File: config.mk
export PLATFORM = sky130hd
export DESIGN_NAME = pwm_capture
export DESIGN_NICKNAME = d
export VERILOG_FILES = /design/src/rtl/pwm_pkg.sv /design/src/rtl/pwm_duty_div.sv /design/src/rtl/pwm_capture.sv
export SDC_FILE = /design/constraint.sdc
export NUM_CORES = 1
export LEC_CHECK = 0
export CORE_ASPECT_RATIO = 1.25
export CORE_MARGIN = 3
export CORE_UTILIZATION = 45
export CTS_BUF_LIST = sky130_fd_sc_hd__clkbuf_8
export CTS_CLUSTER_SIZE = 28
export DETAILED_ROUTE_END_ITERATION = 6
export PLACE_DENSITY = 0.7
export SYNTH_ARGS = -nofsm -noshare
export SYNTH_HDL_FRONTEND = slang
export SYNTH_HIERARCHICAL = 1
export SYNTH_SLANG_ARGS = --single-unit
File: constraint.sdc
create_clock -name clk -period 13.2 [get_ports clk]
set_input_delay 3.96 -clock clk [delete_from_list [all_inputs] [get_ports clk]]
set_output_delay 3.96 -clock clk [all_outputs]
set_load 0.02 [all_outputs]
File: src/rtl/pwm_pkg.sv
// Shared definitions for the PWM receive path: duty width, divider length
// and the capture FSM state encoding.
package pwm_pkg;

  localparam int DUTY_W    = 8;
  localparam int DIV_STEPS = 8;

  typedef enum logic [1:0] {
    IDLE = 2'd0,
    MEAS = 2'd1,
    DIV  = 2'd2,
    DONE = 2'd3
  } pwm_cap_state_t;

endpackage

File: src/rtl/pwm_duty_div.sv
// Restoring unsigned divider producing floor(num*256/den), one quotient bit
// per clock, MSB first. The first step is taken in the start cycle itself.
module pwm_duty_div
  import pwm_pkg::*;
#(
  parameter int CNT_W = 24
) (
  input  logic              clk,
  input  logic              rst_n,
  input  logic              start,
  input  logic [CNT_W-1:0]  num,
  input  logic [CNT_W-1:0]  den,
  output logic              busy,
  output logic              done,
  output logic [DUTY_W-1:0] quot
);

  localparam int RW = CNT_W + 1;
  localparam int SW = $clog2(DIV_STEPS + 1);

  logic [RW-1:0]     rem_q, rem_d, src_rem, shl;
  logic [CNT_W-1:0]  den_q, src_den;
  logic [DUTY_W-1:0] quot_q;
  logic [SW-1:0]     cnt_q;
  logic              done_q, qbit;

  // num < den keeps the remainder below 2^CNT_W, so the shift never loses its top bit.
  always_comb begin
    src_rem = start ? {1'b0, num} : rem_q;
    src_den = start ? den : den_q;
    shl     = {src_rem[RW-2:0], 1'b0};
    qbit    = (shl >= {1'b0, src_den});
    rem_d   = qbit ? (shl - {1'b0, src_den}) : shl;
  end

  always_ff @(posedge clk or negedge rst_n) begin
    if (!rst_n) begin
      rem_q  <= '0;
      den_q  <= '0;
      quot_q <= '0;
      cnt_q  <= '0;
      done_q <= 1'b0;
    end else if (start) begin
      rem_q  <= rem_d;
      den_q  <= den;
      quot_q <= {{(DUTY_W-1){1'b0}}, qbit};
      cnt_q  <= SW'(DIV_STEPS - 1);
      done_q <= 1'b0;
    end else if (cnt_q != '0) begin
      rem_q  <= rem_d;
      quot_q <= {quot_q[DUTY_W-2:0], qbit};
      cnt_q  <= cnt_q - SW'(1);
      done_q <= (cnt_q == SW'(1));
    end else begin
      done_q <= 1'b0;
    end
  end

  assign busy = (cnt_q != '0);
  assign done = done_q;
  assign quot = quot_q;

endmodule

File: src/rtl/pwm_capture.sv
// PWM receiver: measures period and high time between rising edges and
// reports an 8-bit duty cycle, with stuck-input and overrun detection.
module pwm_capture
  import pwm_pkg::*;
#(
  parameter int CNT_W = 24
) (
  input  logic              clk,
  input  logic              rst_n,
  input  logic              ena,
  input  logic              pwm_i,
  output logic [DUTY_W-1:0] duty_o,
  output logic [CNT_W-1:0]  period_o,
  output logic [CNT_W-1:0]  high_o,
  output logic              valid_o,
  output logic              stuck_o,
  output logic              overrun_o
);

  localparam logic [CNT_W-1:0] ONES = '1;

  logic              sync1_q, sync2_q, prev_q, rise;
  logic [CNT_W-1:0]  pcnt_q, pcnt_d, hcnt_q, hcnt_d, shp_q, shh_q;
  pwm_cap_state_t    state_q, state_d;
  logic              latch, div_start, load_res, load_stuck, set_ovr;
  logic              div_busy, div_done;
  logic [DUTY_W-1:0] div_quot;
  logic [DUTY_W-1:0] duty_q;
  logic [CNT_W-1:0]  period_q, high_q;
  logic              valid_q, stuck_q, overrun_q;

  always_ff @(posedge clk or negedge rst_n) begin
    if (!rst_n) begin
      sync1_q <= 1'b0;
      sync2_q <= 1'b0;
      prev_q  <= 1'b0;
    end else begin
      sync1_q <= pwm_i;
      sync2_q <= sync1_q;
      prev_q  <= sync2_q;
    end
  end

  assign rise = sync2_q & ~prev_q;

  // Both counters restart at 1 on the edge so that at the next edge they hold
  // exactly the period and high time of the cycle just ended.
  always_comb begin
    pcnt_d = pcnt_q;
    hcnt_d = hcnt_q;
    if (!ena) begin
      pcnt_d = '0;
      hcnt_d = '0;
    end else if (rise) begin
      pcnt_d = CNT_W'(1);
      hcnt_d = CNT_W'(1);
    end else begin
      if (pcnt_q != ONES)            pcnt_d = pcnt_q + CNT_W'(1);
      if (sync2_q && hcnt_q != ONES) hcnt_d = hcnt_q + CNT_W'(1);
    end
  end

  always_comb begin
    state_d    = state_q;
    latch      = 1'b0;
    div_start  = 1'b0;
    load_res   = 1'b0;
    load_stuck = 1'b0;
    set_ovr    = 1'b0;
    case (state_q)
      IDLE: if (rise) state_d = MEAS;
      MEAS: begin
        if (rise) begin
          latch     = 1'b1;
          div_start = 1'b1;
          state_d   = DIV;
        end else if (pcnt_q == ONES) begin
          load_stuck = 1'b1;
          state_d    = IDLE;
        end
      end
      DIV: begin
        set_ovr = rise;
        if (div_done) begin
          load_res = 1'b1;
          state_d  = DONE;
        end else if (!div_busy) begin
          // divider idle without a result: fall back to measuring
          state_d = MEAS;
        end
      end
      DONE: begin
        if (rise) begin
          latch     = 1'b1;
          div_start = 1'b1;
          state_d   = DIV;
        end else begin
          state_d = MEAS;
        end
      end
      default: state_d = IDLE;
    endcase
    if (!ena) begin
      state_d    = IDLE;
      latch      = 1'b0;
      div_start  = 1'b0;
      load_res   = 1'b0;
      load_stuck = 1'b0;
      set_ovr    = 1'b0;
    end
  end

  always_ff @(posedge clk or negedge rst_n) begin
    if (!rst_n) begin
      state_q <= IDLE;
      pcnt_q  <= '0;
      hcnt_q  <= '0;
      shp_q   <= '0;
      shh_q   <= '0;
    end else begin
      state_q <= state_d;
      pcnt_q  <= pcnt_d;
      hcnt_q  <= hcnt_d;
      if (latch) begin
        shp_q <= pcnt_q;
        shh_q <= hcnt_q;
      end
    end
  end

  pwm_duty_div #(.CNT_W(CNT_W)) u_div (
    .clk   (clk),
    .rst_n (rst_n),
    .start (div_start),
    .num   (hcnt_q),
    .den   (pcnt_q),
    .busy  (div_busy),
    .done  (div_done),
    .quot  (div_quot)
  );

  // Results are loaded on the way into DONE so they are visible with valid_o.
  always_ff @(posedge clk or negedge rst_n) begin
    if (!rst_n) begin
      duty_q    <= '0;
      period_q  <= '0;
      high_q    <= '0;
      valid_q   <= 1'b0;
      stuck_q   <= 1'b0;
      overrun_q <= 1'b0;
    end else begin
      valid_q <= load_res | load_stuck;
      if (!ena)         overrun_q <= 1'b0;
      else if (set_ovr) overrun_q <= 1'b1;
      if (load_res) begin
        duty_q   <= div_quot;
        period_q <= shp_q;
        high_q   <= shh_q;
        stuck_q  <= 1'b0;
      end else if (load_stuck) begin
        duty_q   <= {DUTY_W{sync2_q}};
        period_q <= ONES;
        high_q   <= sync2_q ? ONES : '0;
        stuck_q  <= 1'b1;
      end
    end
  end

  assign duty_o    = duty_q;
  assign period_o  = period_q;
  assign high_o    = high_q;
  assign valid_o   = valid_q;
  assign stuck_o   = stuck_q;
  assign overrun_o = overrun_q;

endmodule

Word level (Yosys, flattened, before mapping) --
Cells that the tools add are included.
Word-level totals: logic and storage cells 95, bits in registers 221
Operators by class: $add $sub $neg 4, multiplexer cells 48, magnitude comparators 1, equal/unequal tests 13, reductions and logical operators 7, bitwise operators 3
Operator list (count):
- $mux W24 | 16
- $add A24 B1 Y24 const B | 2
- $ne A24 B24 Y1 const B | 2
- $mux W8 | 4
- $ge A25 B24 Y1 | 1
- $eq A24 B24 Y1 const B | 1
- $sub A24 B24 Y24 | 1
- $mux W1 | 18
- $mux W2 | 7
- $mux W4 | 2
- $pmux W2 S4 | 1
- $ne A3 B1 Y1 const B | 2
- $eq A2 B2 Y1 const B | 2
- $eq A4 B1 Y1 const B | 1
- $ne A4 B3 Y1 const B | 1
- $ne A4 B4 Y1 const B | 1
- $reduce_bool A2 Y1 | 2
- $reduce_bool A4 Y1 | 1
- $sub A4 B1 Y4 const B | 1
- $ne A3 B3 Y1 const B | 1
- $reduce_and A3 Y1 | 1
- $eq A2 B1 Y1 const B | 1
- $logic_not A2 Y1 | 1
- $ne A2 B1 Y1 const B | 1
- other kinds (5) | 5

Longest topological paths before layout --
depth in word-level cells 10, mapped depth 21, mapped depth without buffers 15

Hierarchy --
Netlist, hierarchy kept.
Modules (own cells, without submodules):
- pwm_capture | instances 1, cells an instance 551, area an instance 6810.3 sq um
- pwm_duty_div | instances 1, cells an instance 475, area an instance 4264.1 sq um

Least setup slack after synthesis --
Ideal clock, no wire load.
kind input-to-reg, start input ena, end register u_div.rem_q[1], arrival 8.047 ns, data required time 13.123 ns, stages on the path 18, setup slack 5.076 ns, path buffers 6, path through clkbuf_1 -> nand3_1 -> clkbuf_1 -> inv_1 -> buf_2 -> buf_1 -> clkbuf_1 -> mux2i_1 -> ha_1 -> and2_4 -> buf_6 -> a221oi_4 -> nand2_2 -> nor3_2 -> o21ai_2 -> a21oi_4 -> mux2_2 -> a21oi_1
On the way: longest elaborated chain between the ends 6, elaborated cells between the ends (all ways) 9
Ends and longest elaborated chain:
- from (decl) | line pwm_capture.sv:10 | input logic ena,
- $mux W1 * | line pwm_capture.sv:103 | if (!ena) begin
- named net div_start | line pwm_capture.sv:25 | logic latch, div_start, load_res, load_stuck, set_ovr;
- $mux W24 (on tied branches)
- $sub A24 B24 Y24 / $ge A25 B24 Y1 (equally long branches) | line pwm_duty_div.sv:33, pwm_duty_div.sv:32
- $mux W24 | line pwm_duty_div.sv:33 | rem_d = qbit ? (shl - {1'b0, src_den}) : shl;
- $mux W24 | line pwm_duty_div.sv:49 | end else if (cnt_q != '0) begin
- $mux W24 | line pwm_duty_div.sv:43 | end else if (start) begin
- to (signal assigned) | line pwm_duty_div.sv:44 | rem_q <= rem_d;
- to (signal assigned) | line pwm_duty_div.sv:50 | rem_q <= rem_d;
- to (decl) | line pwm_duty_div.sv:21 | logic [RW-1:0] rem_q, rem_d, src_rem, shl;
The timed path passes the listed nets; every way through them passes the cells marked *. The select of a mux whose other input is x is not followed. A chain may end at the register's enable or synchronous reset.

Worst setup path in the final report --
Ends and elaborated chain as after synthesis.

==> reports/qor.yml <==
status: "finished, final reports clean"
syn_area_um2: 11100
crit_path_max_incr_delay_ns: 0.65
syn_inst: 1026
ioPinCount: 63
die_w_um: 146
place.gp.congestion: 0.858
grt_usage_pct: 19.4
syn_avg_cell_area_um2: 10.8
ir_drop_v: 0.0000548
crit_slowest_cell: "clkdlybuf4s50_1"
fin_hold_ws_ns: 0.396
cell_internal_pwr_mw: 1.43
worstPathArrival_ns: 8.60
clk_pin_slew_ns: 0.06
dp_hpwl_um: 18000
endpoint_kind: "flip-flop"
tritoncts: "yes"
power.switching_mw: 0.795
cpMostUsedCell: "mux2_2"
synth_edf_count: 0
synth-xor-area-share_pct: 3.16
ant_nets: 0
synthToLayoutAreaGrowth_pct: 14.0
worst_clock_skew_ns: 0.0181
synth_top_family_by_area: "compound AO/OA/AOI/OAI gates"
grt_max_degree: 96
use_met3_pct: 2.67
timing.slew.headroom_pct: 12.8
setup_viol_count_final: 0
postCtsSetupRepairBufs: 0
postSynth.asyncResetShare_pct: 100
synth-simple-area-share_pct: 14.7
tns_ns: 0
drt_pass1_iterations: 5
pwr-share-comb_pct: 37.0
grt_util_met1_pct: 26.1
post-route-min-period_ns: 8.14
synth_fp_nets: 1059
antenna_found_initial: 0
diodes: 0
final_cell_mix: "dfrtp_1, nor2_1, nand2_1"
cts_buffers: 36
swShare_pct: 35.8
synth_seq_cells: 221
maxCapViolCount: 0
power.leakage_nw: 5.70
power.density_nw_per_um2: 176
routed_wl_um: 25700
synth.distinct_cells: 73
first_iter_violations: 606
busiest_layer: "met2"
drive_above_1_share_pct: 14.1
vias: 8237
drcViolationCount: 0
rows: 63
clockPowerShare_pct: 26.0
coreArea_um2: 24000
worstMarginPinSlew_ns: 1.30
grt-ovfl-total: 0
cts_num_sinks: 221
timing_hold_violations_final: 0
final_common_cell: "dfrtp_1"
grt_pass1_vias: 8084
postCtsHoldBufs: 0
hold_class: "flip-flop to flip-flop"
pwr-share-seq_pct: 37.0
yosys_warnings: 6
synth_compound_area_share_pct: 15.7
path_cells: "clkdlybuf4s50_1, nand3_2, inv_2, buf_4, mux2_2, ha_1, and2_4, a221oi_4, nand2_2, nor3_2, o21ai_2, a21oi_4, mux2_2, a21oi_1"
seqCellArea_um2: 5530
wire_per_inst_um: 17.9
nNetsFinal: 1122
initial_utilization_pct: 46.2
numPortBuffers: 62
crit_fanout: 62
path_class: "primary input to flip-flop"
multiInputGateArea_um2: 5130
chipHeight_um: 181
ys_seq_area_share_pct: 49.9
fillers: 2163
h-tree-depth: 2
vias_per_cell: 5.74
synth_adder_area_share_pct: 3.34
cts_buffer_depth: 3
rsz0062_at_grt: "no"
grt_pass1_wl_um: 43000
die-area_um2: 26500
muxShareOfSynthArea_pct: 9.35
clock_latency_ns: 0.54
slew_violations: 0
synth_flop_cell: "dfrtp_1"
min_period_over_period_pct: 61.7
fmax_mhz: 123
cts_root_buffer: "clkbuf_8"
cp-start-kind: "primary input"
cts-resized-gates: 0
cp.required_ns: 13.66
use_met2_pct: 32.7
-- kinds of logic after synthesis --
kind of cell               Yosys count
AOI/OAI and AO/OA                  241
muxes                               94
xor gates and xnor gates            40
buffers and inverters               89
and+or+nand+nor                    312
DFF                                221
adders and majority gates           29
-- cell usage after synthesis (4+ instances only) --
master / n / area, µm²
dfrtp_1: 221 / 5530
nor2_1: 81 / 304
nand2_1: 74 / 278
mux2_2: 66 / 743
a21oi_1: 57 / 285
inv_1: 41 / 154
nand3_1: 33 / 165
o21ai_0: 33 / 165
a221o_1: 32 / 320
clkbuf_1: 29 / 109
ha_1: 28 / 350
mux2i_1: 27 / 270
o22a_1: 24 / 210
nand4_1: 22 / 138
xor2_1: 22 / 193
a31oi_1: 20 / 125
nor3_1: 18 / 90.1
xnor2_1: 18 / 158
and3_1: 12 / 75.1
a21o_1: 11 / 82.6
and4_1: 10 / 87.6
o21a_1: 9 / 67.6
a211oi_1: 8 / 60.1
and2_1: 8 / 50.1
buf_6: 8 / 90.1
nand3b_1: 8 / 60.1
nor2b_1: 7 / 43.8
o31ai_1: 7 / 52.6
nor4_1: 6 / 37.5
buf_4: 5 / 37.5
nand2b_1: 5 / 31.3
or3_1: 5 / 31.3
o211ai_1: 4 / 30.0
-- state kept, by name (all words and copies together) (netlist names) --
| signal | cells |
|---|---|
| u_div/cnt_q | 4 |
| u_div/done | 1 |
| duty_o | 8 |
| u_div/rem_q | 24 |
| state_q | 2 |
| pcnt_q | 24 |
| stuck_o | 1 |
| u_div/quot | 8 |
| hcnt_q | 24 |
| valid_o | 1 |
| u_div/den_q | 24 |
| period_o | 24 |
| shh_q | 24 |
| prev_q | 1 |
| high_o | 24 |
| overrun_o | 1 |
| sync1_q | 1 |
| sync2_q | 1 |
| shp_q | 24 |
-- worst paths after layout --
check,startpoint,endpoint,slack [ns],cells past startpoint
hold reg to reg,sync1_q,sync2_q,0.40,0
max in group asynchronous,rst_n,u_div/den_q[21],7.63,3
setup reg to reg,sync2_q,u_div/rem_q[1],7.97,15
hold / removal,sync1_q,sync2_q,0.40,0
min in group asynchronous,rst_n,high_o[11],3.43,1
setup / recovery,ena,u_div/rem_q[1],5.06,14
-- power groups by stage --
stage	Combinational [mW]	Sequential [mW]	Clock (mW)
final	0.822	0.823	0.577
after global routing	0.909	0.834	0.630
after CTS	0.816	0.824	0.596
after detailed placement	0.813	0.835	0
after global placement	0.798	0.833	0
after floorplan	0.594	0.846	0
-- critical path: cells and delay by family --
| kind | cells | cell delay [ns] |
|---|---|---|
| buffers and inverters | 3 | 1.35 |
| AOI/OAI and AO/OA | 4 | 1.29 |
| muxes | 2 | 0.85 |
| and+or+nand+nor | 4 | 0.71 |
| adders and majority gates | 1 | 0.36 |
-- stage by stage --
stage | total power, mW | std cells | util [%] | setup slack [ns] | instance area [µm²]
after global placement | 1.63 | 1376 | 49.8 | 4.62 | 11900
after global routing | 2.37 | 1436 | 52.7 | 4.79 | 12600
final | 2.22 | 1436 | 52.7 | 5.06 | 12600
after detailed placement | 1.65 | 1376 | 49.8 | 4.51 | 11900
after CTS | 2.24 | 1436 | 52.7 | 5.09 | 12600
after floorplan | 1.44 | 1026 | - | 5.08 | 11100
-- cell type report --
class | count | share of cell area, %
multi-input cells | 716 | 40.7
clock buffers | 45 | 4.91
flip-flops and latches | 221 | 43.8
inverters | 42 | 1.25
well taps | 325 | 3.22
repair buffers | 72 | 5.55
clock inverters | 15 | 0.614
-- metal layers --
metal,wire length (µm),share of wire (%),vias to the layer above
met3,1110,4.3,47
met5,0,0,-
met4,663,2.6,0
li1,-,-,3896
met2,12700,50,218
met1,11200,44,4076
Power figures use the tool's default switching activity.
